## src/rtl/timer_ctrl_mmss_if.sv

```systemverilog
// Bundle of keypad/command inputs and BCD counter-side signals for timer_ctrl_mmss.
// master drives commands and zero flags; slave (the controller) drives presets and status.
interface timer_ctrl_mmss_if;
   logic       tick_1hz;
   logic       digit_valid;
   logic [3:0] key_digit;
   logic       load_btn;
   logic       start;
   logic       stop;
   logic       zero_su, zero_st, zero_mu, zero_mt;
   logic [3:0] data_su, data_st, data_mu, data_mt;
   logic       loadneg;
   logic       en_su;
   logic       running;
   logic       alarm;
   logic       err;

   modport master (
      output tick_1hz, digit_valid, key_digit, load_btn, start, stop,
             zero_su, zero_st, zero_mu, zero_mt,
      input  data_su, data_st, data_mu, data_mt, loadneg, en_su, running, alarm, err
   );

   modport slave (
      input  tick_1hz, digit_valid, key_digit, load_btn, start, stop,
             zero_su, zero_st, zero_mu, zero_mt,
      output data_su, data_st, data_mu, data_mt, loadneg, en_su, running, alarm, err
   );
endinterface

```

## src/rtl/timer_ctrl_mmss.sv

```systemverilog
// MM:SS countdown control: keypad preset buffer, counter load/enable, idle/run/pause/done
// sequencing and alarm hold-off timer.
module timer_ctrl_mmss #(
   parameter int unsigned ALARM_SECS = 10
) (
   input logic           clk,
   input logic           clear,
   timer_ctrl_mmss_if.slave bus
);

   typedef enum logic [1:0] {IDLE, RUN, PAUSE, DONE} state_t;

   localparam logic [7:0] ALARM_LD = 8'(ALARM_SECS);

   state_t     state, state_n;
   logic [3:0] su_q, st_q, mu_q, mt_q;
   logic [3:0] su_n, st_n, mu_n, mt_n;
   logic       loadneg_q, loadneg_n;
   logic       running_q, alarm_q;
   logic       err_q, err_n;
   logic       armed_q, armed_n;
   logic [7:0] acnt_q, acnt_n;

   logic zero_all, load_ok, ack;
   logic cmd_load, cmd_stop, cmd_start, cmd_dig;

   // Only the highest-priority command present is considered, even if it ends up ignored.
   assign cmd_load  = bus.load_btn;
   assign cmd_stop  = ~bus.load_btn & bus.stop;
   assign cmd_start = ~bus.load_btn & ~bus.stop & bus.start;
   assign cmd_dig   = ~bus.load_btn & ~bus.stop & ~bus.start & bus.digit_valid;

   assign zero_all = bus.zero_su & bus.zero_st & bus.zero_mu & bus.zero_mt;
   assign load_ok  = (st_q <= 4'd5);
   assign ack      = bus.load_btn | bus.stop | bus.start;

   always_ff @(posedge clk or posedge clear) begin
      if (clear) begin
         state     <= IDLE;
         su_q      <= '0;
         st_q      <= '0;
         mu_q      <= '0;
         mt_q      <= '0;
         loadneg_q <= 1'b1;
         running_q <= 1'b0;
         alarm_q   <= 1'b0;
         err_q     <= 1'b0;
         armed_q   <= 1'b0;
         acnt_q    <= '0;
      end else begin
         state     <= state_n;
         su_q      <= su_n;
         st_q      <= st_n;
         mu_q      <= mu_n;
         mt_q      <= mt_n;
         loadneg_q <= loadneg_n;
         running_q <= (state_n == RUN);
         alarm_q   <= (state_n == DONE);
         err_q     <= err_n;
         armed_q   <= armed_n;
         acnt_q    <= acnt_n;
      end
   end

   always_comb begin
      state_n = state;
      case (state)
         IDLE:  if (cmd_start && armed_q && loadneg_q && !zero_all) state_n = RUN;
         RUN:   if (zero_all) state_n = DONE;
                else if (cmd_stop) state_n = PAUSE;
         PAUSE: if (cmd_load && load_ok) state_n = IDLE;
                else if (cmd_start) state_n = RUN;
         DONE:  if (ack || (bus.tick_1hz && acnt_q <= 8'd1)) state_n = IDLE;
      endcase
   end

   always_comb begin
      su_n      = su_q;
      st_n      = st_q;
      mu_n      = mu_q;
      mt_n      = mt_q;
      loadneg_n = 1'b1;
      err_n     = 1'b0;
      armed_n   = armed_q;
      acnt_n    = acnt_q;
      case (state)
         IDLE, PAUSE: begin
            if (cmd_load) begin
               if (load_ok) begin
                  loadneg_n = 1'b0;
                  armed_n   = 1'b1;
               end else begin
                  err_n = 1'b1;
               end
            end else if (state == IDLE && cmd_start && armed_q && zero_all) begin
               err_n = 1'b1;
            end else if (state == IDLE && cmd_dig) begin
               if (bus.key_digit <= 4'd9) begin
                  mt_n    = mu_q;
                  mu_n    = st_q;
                  st_n    = su_q;
                  su_n    = bus.key_digit;
                  armed_n = 1'b0;
               end else begin
                  err_n = 1'b1;
               end
            end
         end
         RUN: if (zero_all) begin
            armed_n = 1'b0;
            acnt_n  = ALARM_LD;
         end
         DONE: if (!ack && bus.tick_1hz) acnt_n = acnt_q - 8'd1;
      endcase
   end

   // Gating on zero_all keeps the counter chain from wrapping 00:00 -> 59:59.
   assign bus.en_su   = bus.tick_1hz & (state == RUN) & ~zero_all;
   assign bus.data_su = su_q;
   assign bus.data_st = st_q;
   assign bus.data_mu = mu_q;
   assign bus.data_mt = mt_q;
   assign bus.loadneg = loadneg_q;
   assign bus.running = running_q;
   assign bus.alarm   = alarm_q;
   assign bus.err     = err_q;

endmodule

```

## src/flat_wrapper.sv

```systemverilog
// flat-port wrapper written by rule: the top's interface ports become plain ports
module timer_ctrl_mmss_flat 
#(
   parameter int unsigned ALARM_SECS = 10
)
  (clk, clear, bus_tick_1hz, bus_digit_valid, bus_key_digit, bus_load_btn, bus_start, bus_stop, bus_zero_su, bus_zero_st, bus_zero_mu, bus_zero_mt, bus_data_su, bus_data_st, bus_data_mu, bus_data_mt, bus_loadneg, bus_en_su, bus_running, bus_alarm, bus_err);
  timer_ctrl_mmss_if bus_i ();
  input logic clk;
  input logic clear;
  input wire logic [$bits(bus_i.tick_1hz)-1:0] bus_tick_1hz;
  input wire logic [$bits(bus_i.digit_valid)-1:0] bus_digit_valid;
  input wire logic [$bits(bus_i.key_digit)-1:0] bus_key_digit;
  input wire logic [$bits(bus_i.load_btn)-1:0] bus_load_btn;
  input wire logic [$bits(bus_i.start)-1:0] bus_start;
  input wire logic [$bits(bus_i.stop)-1:0] bus_stop;
  input wire logic [$bits(bus_i.zero_su)-1:0] bus_zero_su;
  input wire logic [$bits(bus_i.zero_st)-1:0] bus_zero_st;
  input wire logic [$bits(bus_i.zero_mu)-1:0] bus_zero_mu;
  input wire logic [$bits(bus_i.zero_mt)-1:0] bus_zero_mt;
  output wire logic [$bits(bus_i.data_su)-1:0] bus_data_su;
  output wire logic [$bits(bus_i.data_st)-1:0] bus_data_st;
  output wire logic [$bits(bus_i.data_mu)-1:0] bus_data_mu;
  output wire logic [$bits(bus_i.data_mt)-1:0] bus_data_mt;
  output wire logic [$bits(bus_i.loadneg)-1:0] bus_loadneg;
  output wire logic [$bits(bus_i.en_su)-1:0] bus_en_su;
  output wire logic [$bits(bus_i.running)-1:0] bus_running;
  output wire logic [$bits(bus_i.alarm)-1:0] bus_alarm;
  output wire logic [$bits(bus_i.err)-1:0] bus_err;
  assign bus_i.tick_1hz = bus_tick_1hz;
  assign bus_i.digit_valid = bus_digit_valid;
  assign bus_i.key_digit = bus_key_digit;
  assign bus_i.load_btn = bus_load_btn;
  assign bus_i.start = bus_start;
  assign bus_i.stop = bus_stop;
  assign bus_i.zero_su = bus_zero_su;
  assign bus_i.zero_st = bus_zero_st;
  assign bus_i.zero_mu = bus_zero_mu;
  assign bus_i.zero_mt = bus_zero_mt;
  assign bus_data_su = bus_i.data_su;
  assign bus_data_st = bus_i.data_st;
  assign bus_data_mu = bus_i.data_mu;
  assign bus_data_mt = bus_i.data_mt;
  assign bus_loadneg = bus_i.loadneg;
  assign bus_en_su = bus_i.en_su;
  assign bus_running = bus_i.running;
  assign bus_alarm = bus_i.alarm;
  assign bus_err = bus_i.err;
  timer_ctrl_mmss #(.ALARM_SECS(ALARM_SECS)) u_core (.clk(clk), .clear(clear), .bus(bus_i));
endmodule
```

## config.mk

```make
export PLATFORM = sky130hd
export DESIGN_NAME = timer_ctrl_mmss_flat
export DESIGN_NICKNAME = d
export VERILOG_FILES = /design/src/rtl/timer_ctrl_mmss_if.sv /design/src/rtl/timer_ctrl_mmss.sv /design/src/flat_wrapper.sv
export SDC_FILE = /design/constraint.sdc
export NUM_CORES = 1
export LEC_CHECK = 0
export CELL_PAD_IN_SITES_DETAIL_PLACEMENT = 1
export CELL_PAD_IN_SITES_GLOBAL_PLACEMENT = 2
export CORE_UTILIZATION = 31
export DETAILED_ROUTE_END_ITERATION = 6
export GPL_ROUTABILITY_DRIVEN = 0
export PLACE_DENSITY_LB_ADDON = 0.1
export SLEW_MARGIN = 0
export SYNTH_ARGS = -nofsm -noshare
export SYNTH_HDL_FRONTEND = slang
export SYNTH_SLANG_ARGS = --single-unit
```

## constraint.sdc

```tcl
create_clock -name clk -period 2.3 [get_ports clk]
set_input_delay 0.575 -clock clk [delete_from_list [all_inputs] [get_ports clk]]
set_output_delay 0.575 -clock clk [all_outputs]
set_load 0.01 [all_outputs]
```

==> summary.md, run 1 <==
| Metric | Value |
|---|---|
| Synth area leaders | `dfrtp_1 50%, mux2_4 10%, mux2_2 4.5%` |
| Hold path startpoint | `u_core.bus.data_mt[2]` |
| Cells after Synth | `126` |
| Ys async rst share | `1.000` |
| CTS sink cnt | `31` |
| Final WL | `3.566 mm` |
| RSZ-0062 raised after global routing | `false` |
| Synth cell types | `41` |
| Slew Limit Fails | `0` |
| Max stage delay on crit path | `0.46 ns` |
| Row cnt | `24` |
| Min Hold Slack | `0.5118 ns` |
| CORE AREA | `4504 µm²` |
| Outcome | `complete, no violations` |
| Power share of the combinational group | `0.373` |
| Max cap viols | `0` |
| Slowest stage cell on the critical path | `clkdlybuf4s50_1` |
| Non-filler cells, final | `229` |
| Net count reported at finish | `194` |
| Min-Delay Path Class | `flip-flop to flip-flop` |
| R2R Path End | `u_core.bus.data_su[2]` |
| Number of flops mapped to enable cells by yosys | `0` |
| Syn avg cell area | `11.93 µm²` |
| F_max | `451.4 MHz` |
| Largest net degree at the start of global routing | `32` |
| Mapped Area | `1503 µm²` |
| CTS Root Cell | `clkbuf_8` |
| Ys flop type | `dfrtp_1` |
| Power Dens Cells | `999.1 nW/µm²` |
| Total track usage | `0.1518` |
| DRT iter0 DRCs | `77` |
| Fin util | `0.4608` |
| Hold depth | `1` |
| Via count | `1135` |
| R2R setup slack | `0.38 ns` |
| Vias in the first global route | `1197` |
| Maximum vdd drop | `0.3917 mV` |
| Hold EP | `u_core.bus.data_mt[2]` |
| Die H | `71.63 µm` |
| Period utilisation layout | `0.9631` |
| Global-route wire length before repair | `5.865 mm` |
| Critical R2R Launch | `u_core.state[1]` |
| Pint | `1.420 mW` |
| Post-Place Cells | `222` |
| Mapped Nets | `143` |
| Clock Power Share | `0.208` |
| Clock buffer depth | `2` |
| Routed WL per cell | `15.57 µm` |
| Kind of critical path | `primary input to output pin` |
| Fin. Hold Viols | `0` |
| Initial Util | `0.3336` |
| Area occupied by registers | `777.0 µm²` |
| Number of synthesis warnings | `0` |
| IO Port Bufs | `35` |
| Sw Ratio | `0.3152` |
| Flop pwr share | `0.419` |
| Slew headroom | `0.6914` |
| Synth area leader | `dfrtp_1` |
| Clock skew | `0.005910 ns` |
| Vias per std cell | `4.956` |
| Top cells by count, synth | `30 x dfrtp_1, 10 x mux2_4, 8 x nor2_1, 7 x nand2_1` |
| Startpoint types | `primary input` |
| Post-CTS setup buffers | `0` |
| Sequential cell area fraction in the yosys report | `0.5171` |
| Sw Pwr | `0.6536 mW` |
| CP max FO | `2` |
| Share of cells above drive strength 1 | `0.2316` |
| Area share of the largest cell type after synthesis | `0.4996` |
| CTS tree | `yes` |
| Clk_lat worst skew | `0.28 ns` |
| Yosys reg bits | `31` |
| Die Span X | `71.63 µm` |
| Grt ovf | `0` |
| Setup TNS Final | `0 ns` |
| Post-route DRC | `0` |
| Die area | `5130 µm²` |
| Pleak | `0.9713 nW` |
| Area grow syn2layout | `38.13%` |
| CP required | `1.73 ns` |
| # IOs | `36` |
| Post-route ant nets | `0` |
| WP data arrival | `1.64 ns` |
| DPL Wire Length | `2.627 mm` |
| Fillers | `499` |
| Initial antenna violation count | `0` |
| Multi-input logic area | `664.4 µm²` |
| Num CTS Buffers | `5` |
| Critical Path End Type | `output pin` |
| Reg2reg path depth | `5` |
| Final Setup Violations | `0` |
| First-pass DRT Iterations | `4` |
| ANT cells | `0` |
| Most numerous cell in the Yosys netlist | `dfrtp_1` |
| Crit path cell chain | `clkdlybuf4s50_1 -> nand4_1 -> and3_1 -> dlygate4sd2_1` |
| Tmin final | `2.215 ns` |
| Clk slew on worst S/H paths | `0.07 ns` |
| Max H-tree Level | `2` |
| Worst Tran Pin Value | `0.4613 ns` |
## layout make-up
| type | instances | area share |
|---|---|---|
| inverters | 6 | 0.01085 |
| flip-flops and latches | 31 | 0.3743 |
| multi-input cells | 85 | 0.3201 |
| repair buffers | 48 | 0.2212 |
| well taps | 52 | 0.03134 |
| clock inverters | 1 | 0.002411 |
| clock buffers | 6 | 0.03978 |
## registers in the layout (all words and copies together) (netlist names)
| register | cells |
|---|---|
| u_core.bus.data_su | 4 |
| u_core.bus.running | 1 |
| u_core.bus.data_mt | 4 |
| u_core.bus.data_st | 4 |
| u_core.bus.err | 1 |
| u_core.bus.alarm | 1 |
| u_core.armed_q | 1 |
| u_core.acnt_q | 8 |
| u_core.bus.data_mu | 4 |
| u_core.bus.loadneg | 1 |
| u_core.state | 2 |
## critical path, delay by kind of cell
kind	cells	cell delay, ns
buf+inv	2	0.73
simple gates	2	0.33
## power groups by stage
stage | logic, mW | clock network (mW) | registers, mW
2_1_floorplan | 0.352 | 0 | 0.902
3_3_place_gp | 0.761 | 0 | 0.872
3_5_place_dp | 0.787 | 0 | 0.879
4_1_cts | 0.787 | 0.453 | 0.872
5_1_grt | 0.840 | 0.478 | 0.895
6_report | 0.773 | 0.432 | 0.869
## cell usage in the layout, fill, tap and decap left out, drive strengths merged, types with 2 or more instances in the layout
cell type,count
or3,2
clkdlybuf4s50,34
buf,13
nor4,2
a21oi,6
nor4b,2
xor2,2
inv,6
nand2,7
nor2,8
mux2,16
nand3b,3
xnor2,2
nor3,3
nand3,3
dfrtp,30
ha,2
or4,2
nand2b,4
o21ai,4
clkbuf,6
## metrics by stage
| step | worst slack [ns] | power [mW] | area [µm²] |
|---|---|---|---|
| after floorplan | 0.3614 | 1.255 | 1503 |
| after global placement | -0.1086 | 1.633 | 1989 |
| after detailed placement | -0.1441 | 1.666 | 1989 |
| after CTS | 0.07564 | 2.112 | 2076 |
| after global routing | 0.03964 | 2.212 | 2076 |
| final | 0.08476 | 2.074 | 2076 |
## kinds of logic (layout without fill, tap and decap cells)
kind of cell	Yosys count	count (layout)	synth area share
AOI/OAI and AO/OA	19	19	0.07995
muxes	17	17	0.1515
and+or+nand+nor	43	43	0.1707
adders and majority gates	2	2	0.01665
DFF	31	31	0.5171
buffers and inverters	10	61	0.04080
xor gates and xnor gates	4	4	0.02332
## per-layer routing
layer,up-vias,track usage,routed length (µm)
met5,-,0,0
met3,4,0.04360,161
met4,0,0.05229,39
li1,551,-,-
met1,549,0.1907,1649
met2,31,0.2505,1716
## worst max path at each step
stage	startpoint	to	cells after the start
final	bus_zero_su	bus_en_su	4
after global routing	bus_zero_su	bus_en_su	4
after CTS	bus_zero_su	bus_en_su	4
after detailed placement	bus_start	u_core.bus.data_su[2]	6
after global placement	bus_start	u_core.bus.data_mt[0]	6
after floorplan	bus_start	u_core.bus.data_mt[0]	6
## timing repair
| item | CTS | global route |
|---|---|---|
| hold buffers | 0 | 0 |
| resized for setup | 1 | 0 |
| endpoints found under the setup margin | 1 | 0 |
Note: power is estimated with default switching activity, not from simulation.
==> run 2, diff against run 1 <==
Settings changed: CORE_MARGIN set to 1.
==> results of run 2 <==
Same layout as run 1: the final DEF is identical, and so are final timing and power.
